<file path="src/rtl/writeback_arbiter_if.sv">
// Request, register-file write and bypass-lookup bundle of the writeback arbiter.
// master drives requests and lookups; slave is the arbiter.
interface writeback_arbiter_if #(
  parameter int DEPTH  = 4,
  parameter int DATA_W = 32,
  parameter int ADDR_W = 5
);
  localparam int CW = $clog2(DEPTH) + 1;

  logic              alu_valid;
  logic              alu_ready;
  logic [ADDR_W-1:0] alu_reg;
  logic [DATA_W-1:0] alu_data;
  logic              mem_valid;
  logic              mem_ready;
  logic [ADDR_W-1:0] mem_reg;
  logic [DATA_W-1:0] mem_data;
  logic              wr_en;
  logic [ADDR_W-1:0] wr_reg;
  logic [DATA_W-1:0] wr_data;
  logic [ADDR_W-1:0] look_reg;
  logic              look_hit;
  logic [DATA_W-1:0] look_data;
  logic [CW-1:0]     pending;
  logic              idle;

  modport master (
    output alu_valid, alu_reg, alu_data, mem_valid, mem_reg, mem_data, look_reg,
    input  alu_ready, mem_ready, wr_en, wr_reg, wr_data, look_hit, look_data, pending, idle
  );

  modport slave (
    input  alu_valid, alu_reg, alu_data, mem_valid, mem_reg, mem_data, look_reg,
    output alu_ready, mem_ready, wr_en, wr_reg, wr_data, look_hit, look_data, pending, idle
  );
endinterface

</file>
<file path="src/rtl/writeback_arbiter.sv">
// Merges ALU and load writebacks into one register-file write port through an in-order queue; 2-edge latency,
// ready from free slots (mem first, stalls when full); optional tail coalescing under WB_COALESCE_EN.
module writeback_arbiter #(
  parameter int DEPTH  = 4,
  parameter int DATA_W = 32,
  parameter int ADDR_W = 5
) (
  input logic               clock,
  input logic               reset,
  writeback_arbiter_if.slave bus
);
  localparam int PW = $clog2(DEPTH);
  localparam int CW = PW + 1;

  logic [ADDR_W-1:0] q_reg  [DEPTH];
  logic [DATA_W-1:0] q_data [DEPTH];

  logic [PW-1:0]     head, tail, last, alu_slot, idx;
  logic [CW-1:0]     count, count_nxt, free;
  logic              mem_push, alu_push, mem_co, alu_co, mem_enq, alu_enq, pop;
  logic              hit;
  logic [DATA_W-1:0] hit_data;

  assign free = CW'(DEPTH) - count;
  assign last = tail - PW'(1);

  // A register-0 load never takes a slot, so it does not block the ALU at free==1.
  assign bus.mem_ready = !reset && (free != '0);
  assign bus.alu_ready = !reset && ((free >= CW'(2)) ||
                                    ((free == CW'(1)) && !(bus.mem_valid && (bus.mem_reg != '0))));

  assign mem_push = bus.mem_valid && bus.mem_ready && (bus.mem_reg != '0);
  assign alu_push = bus.alu_valid && bus.alu_ready && (bus.alu_reg != '0);

`ifdef WB_COALESCE_EN
  // count>=2 keeps the tail entry clear of the entry being drained this edge.
  assign mem_co = mem_push && (count >= CW'(2)) && (bus.mem_reg == q_reg[last]);
  assign alu_co = alu_push && (count >= CW'(2)) &&
                  (bus.alu_reg == (mem_enq ? bus.mem_reg : q_reg[last]));
`else
  assign mem_co = 1'b0;
  assign alu_co = 1'b0;
`endif

  assign mem_enq  = mem_push && !mem_co;
  assign alu_enq  = alu_push && !alu_co;
  assign alu_slot = alu_co ? (mem_enq ? tail : last) : (mem_enq ? tail + PW'(1) : tail);
  assign pop      = (count != '0);
  assign count_nxt = count + CW'(mem_enq) + CW'(alu_enq) - CW'(pop);

  always_ff @(posedge clock) begin
    if (reset) begin
      count       <= '0;
      head        <= '0;
      tail        <= '0;
      bus.wr_en   <= 1'b0;
      bus.wr_reg  <= '0;
      bus.wr_data <= '0;
    end else begin
      count     <= count_nxt;
      head      <= head + PW'(pop);
      tail      <= tail + PW'(mem_enq) + PW'(alu_enq);
      bus.wr_en <= pop;
      if (pop) begin
        bus.wr_reg  <= q_reg[head];
        bus.wr_data <= q_data[head];
      end
    end
  end

  // Entry storage is not reset; count alone decides visibility.
  always_ff @(posedge clock) begin
    if (mem_enq) begin
      q_reg[tail]  <= bus.mem_reg;
      q_data[tail] <= bus.mem_data;
    end else if (mem_co) begin
      q_data[last] <= bus.mem_data;
    end
    if (alu_push) begin
      q_reg[alu_slot]  <= bus.alu_reg;
      q_data[alu_slot] <= bus.alu_data;
    end
  end

  // Walk oldest to youngest so the youngest match wins; the output register is the oldest candidate.
  always_comb begin
    hit      = bus.wr_en && (bus.wr_reg == bus.look_reg);
    hit_data = hit ? bus.wr_data : '0;
    idx      = '0;
    for (int i = 0; i < DEPTH; i++) begin
      idx = head + PW'(i);
      if ((CW'(i) < count) && (q_reg[idx] == bus.look_reg)) begin
        hit      = 1'b1;
        hit_data = q_data[idx];
      end
    end
    if (bus.look_reg == '0) begin
      hit      = 1'b0;
      hit_data = '0;
    end
  end

  assign bus.look_hit  = hit;
  assign bus.look_data = hit_data;
  assign bus.pending   = count;
  assign bus.idle      = (count == '0) && !bus.wr_en;
endmodule

</file>
<file path="src/flat_wrapper.sv">
// flat-port wrapper written by rule: the top's interface ports become plain ports
module writeback_arbiter_flat 
#(
  parameter int DEPTH  = 4,
  parameter int DATA_W = 32,
  parameter int ADDR_W = 5
)
  (clock, reset, bus_alu_valid, bus_alu_reg, bus_alu_data, bus_mem_valid, bus_mem_reg, bus_mem_data, bus_look_reg, bus_alu_ready, bus_mem_ready, bus_wr_en, bus_wr_reg, bus_wr_data, bus_look_hit, bus_look_data, bus_pending, bus_idle);
  writeback_arbiter_if #(.DEPTH(DEPTH), .DATA_W(DATA_W), .ADDR_W(ADDR_W)) bus_i ();
  input logic clock;
  input logic reset;
  input wire logic [$bits(bus_i.alu_valid)-1:0] bus_alu_valid;
  input wire logic [$bits(bus_i.alu_reg)-1:0] bus_alu_reg;
  input wire logic [$bits(bus_i.alu_data)-1:0] bus_alu_data;
  input wire logic [$bits(bus_i.mem_valid)-1:0] bus_mem_valid;
  input wire logic [$bits(bus_i.mem_reg)-1:0] bus_mem_reg;
  input wire logic [$bits(bus_i.mem_data)-1:0] bus_mem_data;
  input wire logic [$bits(bus_i.look_reg)-1:0] bus_look_reg;
  output wire logic [$bits(bus_i.alu_ready)-1:0] bus_alu_ready;
  output wire logic [$bits(bus_i.mem_ready)-1:0] bus_mem_ready;
  output wire logic [$bits(bus_i.wr_en)-1:0] bus_wr_en;
  output wire logic [$bits(bus_i.wr_reg)-1:0] bus_wr_reg;
  output wire logic [$bits(bus_i.wr_data)-1:0] bus_wr_data;
  output wire logic [$bits(bus_i.look_hit)-1:0] bus_look_hit;
  output wire logic [$bits(bus_i.look_data)-1:0] bus_look_data;
  output wire logic [$bits(bus_i.pending)-1:0] bus_pending;
  output wire logic [$bits(bus_i.idle)-1:0] bus_idle;
  assign bus_i.alu_valid = bus_alu_valid;
  assign bus_i.alu_reg = bus_alu_reg;
  assign bus_i.alu_data = bus_alu_data;
  assign bus_i.mem_valid = bus_mem_valid;
  assign bus_i.mem_reg = bus_mem_reg;
  assign bus_i.mem_data = bus_mem_data;
  assign bus_i.look_reg = bus_look_reg;
  assign bus_alu_ready = bus_i.alu_ready;
  assign bus_mem_ready = bus_i.mem_ready;
  assign bus_wr_en = bus_i.wr_en;
  assign bus_wr_reg = bus_i.wr_reg;
  assign bus_wr_data = bus_i.wr_data;
  assign bus_look_hit = bus_i.look_hit;
  assign bus_look_data = bus_i.look_data;
  assign bus_pending = bus_i.pending;
  assign bus_idle = bus_i.idle;
  writeback_arbiter #(.DEPTH(DEPTH), .DATA_W(DATA_W), .ADDR_W(ADDR_W)) u_core (.clock(clock), .reset(reset), .bus(bus_i));
endmodule
</file>
<file path="config.mk">
export PLATFORM = sky130hd
export DESIGN_NAME = writeback_arbiter_flat
export DESIGN_NICKNAME = d
export VERILOG_FILES = /design/src/rtl/writeback_arbiter_if.sv /design/src/rtl/writeback_arbiter.sv /design/src/flat_wrapper.sv
export SDC_FILE = /design/constraint.sdc
export NUM_CORES = 1
export LEC_CHECK = 0
export BUFFER_PORTS_ARGS = -buffer_cell sky130_fd_sc_hd__buf_2
export CORE_MARGIN = 5
export CORE_UTILIZATION = 60
export CTS_CLUSTER_SIZE = 28
export DETAILED_ROUTE_END_ITERATION = 10
export GPL_TIMING_DRIVEN = 0
export PLACE_DENSITY = 0.86
export SYNTH_ARGS = -nofsm -noshare
export SYNTH_HDL_FRONTEND = slang
export SYNTH_SLANG_ARGS = --single-unit
</file>
<file path="constraint.sdc">
create_clock -name clock -period 4.2 [get_ports clock]
set_input_delay 0.63 -clock clock [delete_from_list [all_inputs] [get_ports clock]]
set_output_delay 0.63 -clock clock [all_outputs]
set_load 0.01 [all_outputs]
</file>
* Word-level counts from Yosys, hierarchy flattened
Memory sizes are Yosys's and may differ from the RTL's. A register that Yosys moved wholly into a read port is not among the register bits.
Cells that the tools add are included.
** Word-level totals
- Register bits :: 45
- Memory bits (writable) :: 148
- Bits of input ports :: 83
- Word-level logic and storage cells :: 72
- Memories :: 2
** Memory list
- u_core.q_data :: depth 4, width 32, rd ports 4, clocked after memory_dff 1, wr ports 2, line writeback_arbiter.sv:16 : logic [DATA_W-1:0] q_data [DEPTH];
- u_core.q_reg :: depth 4, width 5, rd ports 4, clocked after memory_dff 1, wr ports 2, line writeback_arbiter.sv:15 : logic [ADDR_W-1:0] q_reg [DEPTH];
** Cells by class
- Add/subtract/negate cells :: 11
- Magnitude comparators :: 5
- Equal/unequal tests :: 6
- Multiplexer cells :: 18
- Reductions and logical operators :: 24
** Operators by type and width (count)
- 32-bit 2-to-1 mux :: 6
- 5-bit == test :: 5
- 1-bit logical AND :: 14
- 5-bit nonzero test :: 2
- 1-bit 2-to-1 mux :: 9
- 2-bit by 1-bit adder with 2-bit output :: 3
- 3-bit by 1-bit adder with 3-bit output :: 2
- 1-bit by 3-bit less-than comparator with 1-bit output (first input constant) :: 2
- 2-bit by 3-bit less-than comparator with 1-bit output (first input constant) :: 2
- 2-bit 2-to-1 mux :: 3
- 3-bit nonzero test :: 2
- 5-bit zero test :: 1
- 2-bit by 1-bit adder with 2-bit output (second input constant) :: 2
- 2-bit adder (second input constant) :: 2
- 3-bit by 1-bit == test with 1-bit output (second input constant) :: 1
- 3-bit by 2-bit >= comparator with 1-bit output (second input constant) :: 1
- 1-bit zero test :: 3
- 3-bit zero test :: 1
- 3-bit by 1-bit subtractor with 3-bit output :: 1
- 3-bit subtractor (first input constant) :: 1
- 1-bit logical OR :: 1

* Logic depth before layout (Yosys ltp)
Gate-level depths: netlist of the first run.
- Depth after elaboration :: 10
- Mapped depth :: 12
- Mapped depth without buffers :: 11

* Least setup slack after synthesis of the first run
No wires, ideal clock.
- Path kind :: input -> register
- Start :: input bus_mem_reg[1]
- End :: memory u_core.q_data[1][0] (enable)
- Arrival time :: 3.286 ns
- Data required time :: 3.807 ns
- Slack :: 0.522 ns
- Stages :: 10
- Cell sequence :: or4_1 > o21ai_1 > nand2_1 > a31oi_1 > o211a_1 > inv_2 > nor2_1 > buf_2 > buf_4 > a21o_1
** RTL lines
- start, declared :: line flat_wrapper.sv:16 : input wire logic [$bits(bus_i.mem_reg)-1:0] bus_mem_reg;
- end, declared :: line writeback_arbiter.sv:16

* Worst setup path in the final report of the first run
- Start :: register u_core.head[0]
- End :: output bus_look_data[24]
** Between the ends
- Cells in the longest elaborated chain, start to end :: 8
** RTL lines
- start, declared :: line writeback_arbiter.sv:18 : logic [PW-1:0] head, tail, last, alu_slot, idx;
- start signal, assigned :: line writeback_arbiter.sv:61 : head <= head + PW'(pop);
- 2-bit by 1-bit adder with 2-bit output :: line writeback_arbiter.sv:91 : idx = head + PW'(i);
- memory read 4 x 5 bit
- 5-bit == test :: line writeback_arbiter.sv:92 : if ((CW'(i) < count) && (q_reg[idx] == bus.look_reg)) begin
- 1-bit logical AND :: line writeback_arbiter.sv:92
- 32-bit 2-to-1 mux (2 in series) :: line writeback_arbiter.sv:92
- 32-bit 2-to-1 mux * :: line writeback_arbiter.sv:92
- 32-bit 2-to-1 mux * :: line writeback_arbiter.sv:97 : if (bus.look_reg == '0) begin
- end, declared :: line flat_wrapper.sv:25 : output wire logic [$bits(bus_i.look_data)-1:0] bus_look_data;
Every way passes the cells marked *; elsewhere a longest branch is shown, timed or not.

==> results of run 1 <==
-- path summary, 6_finish.rpt --
check / from / endpoint / slack (ns)
min reg2reg: u_core.bus.wr_reg[4]$_SDFFE_PP0N_ / u_core.bus.wr_reg[4]$_SDFFE_PP0N_ / 0.49
max reg2reg: u_core.bus.pending[1]$_SDFF_PP0_ / u_core.q_data[0][24]$_DFFE_PP_ / 0.27
max: u_core.head[0]$_SDFF_PP0_ / bus_look_data[24] / -0.08
min: u_core.bus.wr_reg[4]$_SDFFE_PP0N_ / u_core.bus.wr_reg[4]$_SDFFE_PP0N_ / 0.49
-- what timing repair did --
item                       in CTS  in global routing
setup endpoints to repair      30                 29
hold buffers                    0                  0
hold endpoints to repair        0                  0
resized for setup              35                 43
pin swaps                       2                  5
setup buffers                   1                  7
cloned                          0                  0
-- per-stage QoR --
step / TNS (ns) / utilization
finish: -0.124 / 0.704
global route: -0.129 / 0.704
CTS: 0 / 0.696
detailed placement: -7.61 / 0.663
global placement: -137.28 / 0.659
floorplan: 0 / -
-- placed cells by master (no fill, tap or decap), drive strengths merged, types with 8 or more instances in the layout --
cell / instances
buf: 231
mux2: 184
edfxtp: 148
nor2: 123
a21oi: 86
nand2: 85
mux4: 67
clkbuf: 56
mux2i: 52
dfxtp: 45
o21ai: 35
nand3: 24
xnor2: 20
a32oi: 18
a22o: 18
o2111ai: 18
o311a: 15
a221oi: 14
xor2: 13
ha: 13
inv: 13
nand4: 11
a31oi: 11
and3: 9
clkinv: 8
-- worst min-delay path, delay by kind of cell (launching register included) --
kind / cells / cell delay, ns
compound gates: 1 / 0.05
flops: 1 / 0.34
simple gates: 1 / 0.06
-- Yosys cell counts, drive strengths merged (5+ instances only) --
| cell | count |
|---|---|
| clkbuf | 35 |
| inv | 11 |
| nand2 | 85 |
| o2111ai | 18 |
| and3 | 9 |
| mux4 | 67 |
| nand3 | 24 |
| nand4 | 11 |
| a22o | 18 |
| mux2i | 52 |
| o21ai | 35 |
| mux2 | 184 |
| xor2 | 13 |
| nor4 | 5 |
| xnor2 | 20 |
| a32oi | 18 |
| buf | 70 |
| o311a | 15 |
| nor2 | 123 |
| edfxtp | 148 |
| a221oi | 14 |
| ha | 13 |
| a31oi | 11 |
| nor3 | 7 |
| a21oi | 86 |
| dfxtp | 45 |
-- layout make-up --
| class | count | area share |
|---|---|---|
| Sequential cell | 193 | 0.348 |
| Inverter | 11 | 0.00269 |
| Tap cell | 280 | 0.0228 |
| Timing Repair Buffer | 166 | 0.0593 |
| Multi-Input combinational cell | 854 | 0.487 |
| Clock inverter | 15 | 0.0107 |
| Clock buffer | 17 | 0.0277 |
| Antenna cell | 1 | 0.000163 |
| Buffer | 104 | 0.0419 |
-- where the power goes --
part / internal (W) / total (W) / switching, W
Sequential: 0.00256 / 0.00295 / 0.000397
Clock: 0.000933 / 0.00171 / 0.000776
Combinational: 0.00216 / 0.00517 / 0.00300
Total: 0.00565 / 0.00983 / 0.00418
-- kinds of logic (layout without fill, tap and decap cells) --
logic type	after synthesis	count (layout)
other	0	1
and+or+nand+nor	279	279
adders and majority gates	16	16
buffers and inverters	116	313
DFF	193	193
muxes	303	303
AOI/OAI and AO/OA	223	223
xor gates and xnor gates	33	33
-- metal layers --
layer  vias to the layer above  global-route usage  share of wire
met3                       329               0.110           0.16
li1                       4856                   -              -
met2                      1273               0.515           0.44
met5                         -                   0        0.00039
met4                         4               0.208          0.073
met1                      5587               0.440           0.33
==> metrics.md, run 1 <==
| Metric | Value |
|---|---|
| Status | finished, violations left |
| Failing checks | negative setup slack |
| Clock buffer depth | 2 |
| Mux contribution to synthesized area | 0.309 |
| Multi-input logic area | 0.00748 sq mm |
| Port bufs | 154 |
| DRT Pass-1 Iters | 8 |
| Vias | 12000 |
| Compound-Gate Fraction of Synth Area | 0.112 |
| Clk root buf | clkbuf_16 |
| Fin area | 0.0154 sq mm |
| RSZ-0062 raised after global routing | true |
| Final worst-path cycle share | 1.02 |
| Drt wl/cell | 28.0 um |
| Overall fraction of global-route tracks in use | 0.345 |
| Synth warn | 0 |
| Worst slew margin | 0.422 |
| Cts bufs inserted | 17 |
| H-tree levels | 4 |
| Antenna violations before repair | 3 |
| Placed cells | 1601 |
| Worst-path clk slew | 0.08 ns |
| Area leader, netlist | edfxtp_1 |
| Drt initial violations | 2199 |
| Max Clock Freq | 234 MHz |
| Seq. cell area | 0.00535 sq mm |
| WL final | 45.9 mm |
| Setup skew after layout | 0.0102 ns |
| Setup crit start kind | flop |
| CTS tree | done |
| CP Capture Type | output port |
| Core Area | 0.0218 sq mm |
| CTS Sinks | 193 |
| Mean number of vias per cell | 7.34 |
| Max reg flops | 128 |
| Main flop type after synthesis | edfxtp_1 |
| Setup violators final | 5 |
| Asr flop ratio synth | 0 |
| Peak VDD IR | 380 uV |
| Post-Synth XOR/XNOR Area | 0.0218 |
| Post-synthesis simple-gate area fraction | 0.0920 |
| MaxCap Viol Count | 0 |
| Routability congestion estimate | 0.946 |
| Distinct cell type count after synthesis | 51 |
| Synth-to-layout area growth | 15.8% |
| Mapped Nets | 1262 |
| Post-DP HPWL | 30.6 mm |
| Stages on worst setup path | 10 |
| Yosys top cell area share | 0.335 |
| Vias in the first global route | 11800 |
| DRC | 0 |
| EDFF count, synth | 148 |
| Share of layout cells above drive strength 1 | 0.379 |
| Required time worst endpoint | 3.57 ns |
| Crit Path Max Fanout | 10 |
| Largest net degree at the start of global routing | 28 |
| Number of fill cells | 1485 |
| Netlist Area Pre-Place | 0.0133 sq mm |
| CP top delay family | buffers and inverters |
| Slowest cell on crit path | mux4_2 |
| Row cnt | 54 |
| Critical path buffer and inverter count | 4 |
| Initial Util | 0.608 |
| Final WS setup | -0.0752 ns |
| CP arrival | 3.65 ns |
| # IOs | 160 |
| Placed Area | 0.0145 sq mm |
| Setup CP Type | reg -> out |
| Pre-CTS WS | -0.182 ns |
| Synth top area cells | edfxtp_1 33%, mux2_2 12%, mux4_2 11%, dfxtp_1 6.8%, mux2i_1 3.9% |
| Grt total ovfl | 0 |
| Worst-Margin Slew | 0.867 ns |
| Final hold vios | 0 |
| Filler-free cell count of the finished design | 1641 |
| Overall power | 0.00983 W |
| Flops & latches, synth | 193 |
| Seq/Total Area, Yosys | 0.403 |
| Mapped Cells | 1163 |
| Max stage delay on crit path | 0.55 ns |
| Hold Crit Class | reg -> reg |
| Final critical-path required period | 4.28 ns |
| Cell Pwr Density | 640 mW/mm^2 |
| Skew-Pair Late Insertion Delay | 0.46 ns |
| Die H | 159 um |
| LEAKAGE | 5.63 nW |
| Combinational family with the most area after synthesis | multiplexers |
| First-pass GRT wire length | 68.1 mm |
| # nets final | 1446 |
| DIE WIDTH | 159 um |
| Worst reg2reg path depth | 12 |
| Hold_ws | 0.490 ns |
| Syn Area/Cell | 11.4 sq um |
| Final ANT Viol Nets | 0 |
| Most numerous cell on the critical path | buf_2 |
| Hold Path Cell Cnt | 2 |
| Final Max Tran Viols | 0 |
| Adder-cell share of the synthesized area | 0.0168 |
| Worst-path cell chain | buf_8 > mux4_2 > xnor2_1 > nand4_1 > nor2_4 > buf_4 > buf_2 > nand3_4 > o2111ai_1 > buf_2 |
| Die area | 0.0252 sq mm |
No activity file was read; power rests on OpenSTA's default activity.
==> run 2: changes to the inputs <==
Settings changed: CORE_MARGIN 5 to unset, MAX_ROUTING_LAYER set to met4.
==> run 2 against run 1 <==
The flow now finishes without violations. Setup slack improved by 0.083 ns. Die area down 9.8%. First-iteration DRC count fell by 21%. Wire length shrank 5.5%. Power is 1.2% lower. Critical path depth unchanged. Global-route usage rose by 5.1 points. Final cell count fell by 0.12%. Utilization is essentially flat. Sequential share of layout area rose by 0.13 points. Maximum frequency up 2.0%.
==> metrics.md, run 2 (synthesized netlist as in run 1, its figures left out) <==
| Metric | Value |
|---|---|
| Setup violators final | 0 |
| Final Max Tran Viols | 0 |
| Largest net degree at the start of global routing | 29 |
| Met2 WL | 19.6 mm |
| Cts bufs inserted | 17 |
| Worst slew margin | 0.472 |
| Synth-to-layout area growth | 15.4% |
| Clk root buf | clkbuf_16 |
| Die H | 151 um |
| DR top layer | met4 |
| Initial Util | 0.610 |
| Reg-to-reg endpoint | u_core.q_data[0][26]$_DFFE_PP_ |
| Clock buffer depth | 2 |
| Max reg flops | 128 |
| Clk network pwr share | 0.174 |
| Worst-path clk slew | 0.07 ns |
| Hold_ws | 0.501 ns |
| WL met1 | 15.1 mm |
| Required time worst endpoint | 3.57 ns |
| Switching pwr | 0.00407 W |
| Status | complete, no violations |
| Vias | 11700 |
| Setup crit start kind | flop |
| Final worst-path cycle share | 0.998 |
| CP endpoint | bus_look_data[23] |
| R2r setup slk | 0.37 ns |
| Fin area | 0.0153 sq mm |
| Post-DP HPWL | 30.0 mm |
| Peak VDD IR | 389 uV |
| Final hold vios | 0 |
| DIE WIDTH | 151 um |
| Final ANT Viol Nets | 0 |
| Setup skew after layout | 0.00885 ns |
| Die area | 0.0227 sq mm |
| Grt total ovfl | 0 |
| Worst-Margin Slew | 0.792 ns |
| Share of layout cells above drive strength 1 | 0.380 |
| Number of fill cells | 1543 |
| Port bufs | 154 |
| Post-layout util | 0.704 |
| Row cnt | 54 |
| Cell Pwr Density | 634 mW/mm^2 |
| # nets final | 1443 |
| DRC | 0 |
| Final critical-path required period | 4.19 ns |
| Multi-input logic area | 0.00746 sq mm |
| DR WL met3 | 6.25 mm |
| LEAKAGE | 5.62 nW |
| Skew-Pair Late Insertion Delay | 0.45 ns |
| DRT Pass-1 Iters | 6 |
| Overall fraction of global-route tracks in use | 0.396 |
| Most frequent cells in the layout | 190 x buf_2, 148 x edfxtp_1, 141 x mux2_2, 120 x nor2_1, 83 x nand2_1 |
| Comb power frac | 0.524 |
| Int Pwr | 0.00563 W |
| Worst reg2reg path depth | 12 |
| CP Capture Type | output port |
| Routability congestion estimate | 0.984 |
| Seq. cell area | 0.00535 sq mm |
| Hold Crit Class | reg -> reg |
| CP arrival | 3.56 ns |
| Drt initial violations | 1747 |
| MaxCap Viol Count | 0 |
| Antenna violations before repair | 2 |
| CTS Hold Bufs | 0 |
| # IOs | 160 |
| CTS Sinks | 193 |
| Sw Ratio | 0.419 |
| Crit Path Max Fanout | 9 |
| FF-to-FF Start | u_core.bus.pending[0]$_SDFF_PP0_ |
| WL final | 43.4 mm |
| Leading cell type in the layout, fill and taps excluded | buf_2 |
| CTS tree | done |
| Sequential share of power | 0.302 |
| Vias in the first global route | 11400 |
| H-tree levels | 4 |
| CP Launch Point | u_core.head[0]$_SDFF_PP0_ |
| First-pass GRT wire length | 64.1 mm |
| Core Area | 0.0218 sq mm |
| Mean number of vias per cell | 7.17 |
| Final WS setup | 0.00750 ns |
| Placed Area | 0.0145 sq mm |
| Drt wl/cell | 26.5 um |
| Setup CP Type | reg -> out |
| Max Clock Freq | 239 MHz |
| Pre-CTS WS | -0.194 ns |
[run 2: changes by cell type in the layout (fill, tap and decap cells not counted), moves of 3 or more]
cell,change
a21oi_1,-3
a21oi_2,+3
buf_2,+8
buf_4,+3
buf_6,-5
clkbuf_4,-5
[run 2: power by group through the flow]
| stage | registers (W) | clock network, W | logic (W) |
|---|---|---|---|
| 2_1_floorplan | 0.00292 | 0 | 0.00324 |
| 3_3_place_gp | 0.00293 | 0 | 0.00458 |
| 3_5_place_dp | 0.00294 | 0 | 0.00476 |
| 4_1_cts | 0.00291 | 0.00167 | 0.00485 |
| 5_1_grt | 0.00297 | 0.00175 | 0.00535 |
| 6_report | 0.00293 | 0.00169 | 0.00508 |
[run 2: what timing repair did]
| item | in CTS | in global routing |
|---|---|---|
| endpoints found under the hold margin | 0 | 0 |
| pin swaps | 2 | 2 |
| setup endpoints to repair | 29 | 32 |
| setup buffers | 1 | 4 |
| gates resized for setup | 30 | 47 |
[run 2: layout make-up]
cell class	instances	share of cell area
clock inverter	14	0.0105
antenna	2	0.000327
clock buffer	18	0.0280
inverter	11	0.00270
timing repair buffer	163	0.0585
tap	280	0.0229
multi-input combinational	854	0.487
sequential	193	0.349
buffer	104	0.0405
[run 2: layer usage]
layer  vias up  global-route usage
met5         -                   -
met2      1141               0.578
met1      5495               0.502
met3       263               0.102
met4         0               0.224
li1       4845                   -
[run 2: worst min-delay path by stage]
stage / startpoint / slack [ns] / to / cells past startpoint
finish: u_core.bus.wr_data[4]$_SDFFE_PP0N_ / 0.50 / u_core.bus.wr_data[4]$_SDFFE_PP0N_ / 2
global route: u_core.bus.wr_reg[0]$_SDFFE_PP0N_ / 0.51 / u_core.bus.wr_reg[0]$_SDFFE_PP0N_ / 2
CTS: u_core.bus.wr_data[4]$_SDFFE_PP0N_ / 0.50 / u_core.bus.wr_data[4]$_SDFFE_PP0N_ / 2
detailed placement: u_core.bus.wr_data[4]$_SDFFE_PP0N_ / 0.48 / u_core.bus.wr_data[4]$_SDFFE_PP0N_ / 2
global placement: u_core.bus.wr_reg[4]$_SDFFE_PP0N_ / 0.47 / u_core.bus.wr_reg[4]$_SDFFE_PP0N_ / 2
floorplan: u_core.bus.wr_data[0]$_SDFFE_PP0N_ / 0.50 / u_core.bus.wr_data[0]$_SDFFE_PP0N_ / 2
[run 2: worst max-delay path, stage by stage, from the launching register on]
cell,delay [ns]
dfxtp_1,0.39
buf_8,0.15
buf_4,0.16
mux4_2,0.53
xnor2_1,0.14
nand2b_1,0.22
o21ai_0,0.23
nor4_4,0.64
o21ai_1,0.26
o2111ai_1,0.20
buf_2,0.19
[run 2: through the flow]
| stage | power [W] | cells | setup TNS (ns) |
|---|---|---|---|
| 6_report | 0.00971 | 1639 | 0 |
| 5_1_grt | 0.0101 | 1639 | -0.128 |
| 4_1_cts | 0.00943 | 1634 | 0 |
| 3_5_place_dp | 0.00770 | 1601 | -11.57 |
| 3_3_place_gp | 0.00750 | 1597 | -141.20 |
| 2_1_floorplan | 0.00617 | 1163 | 0 |
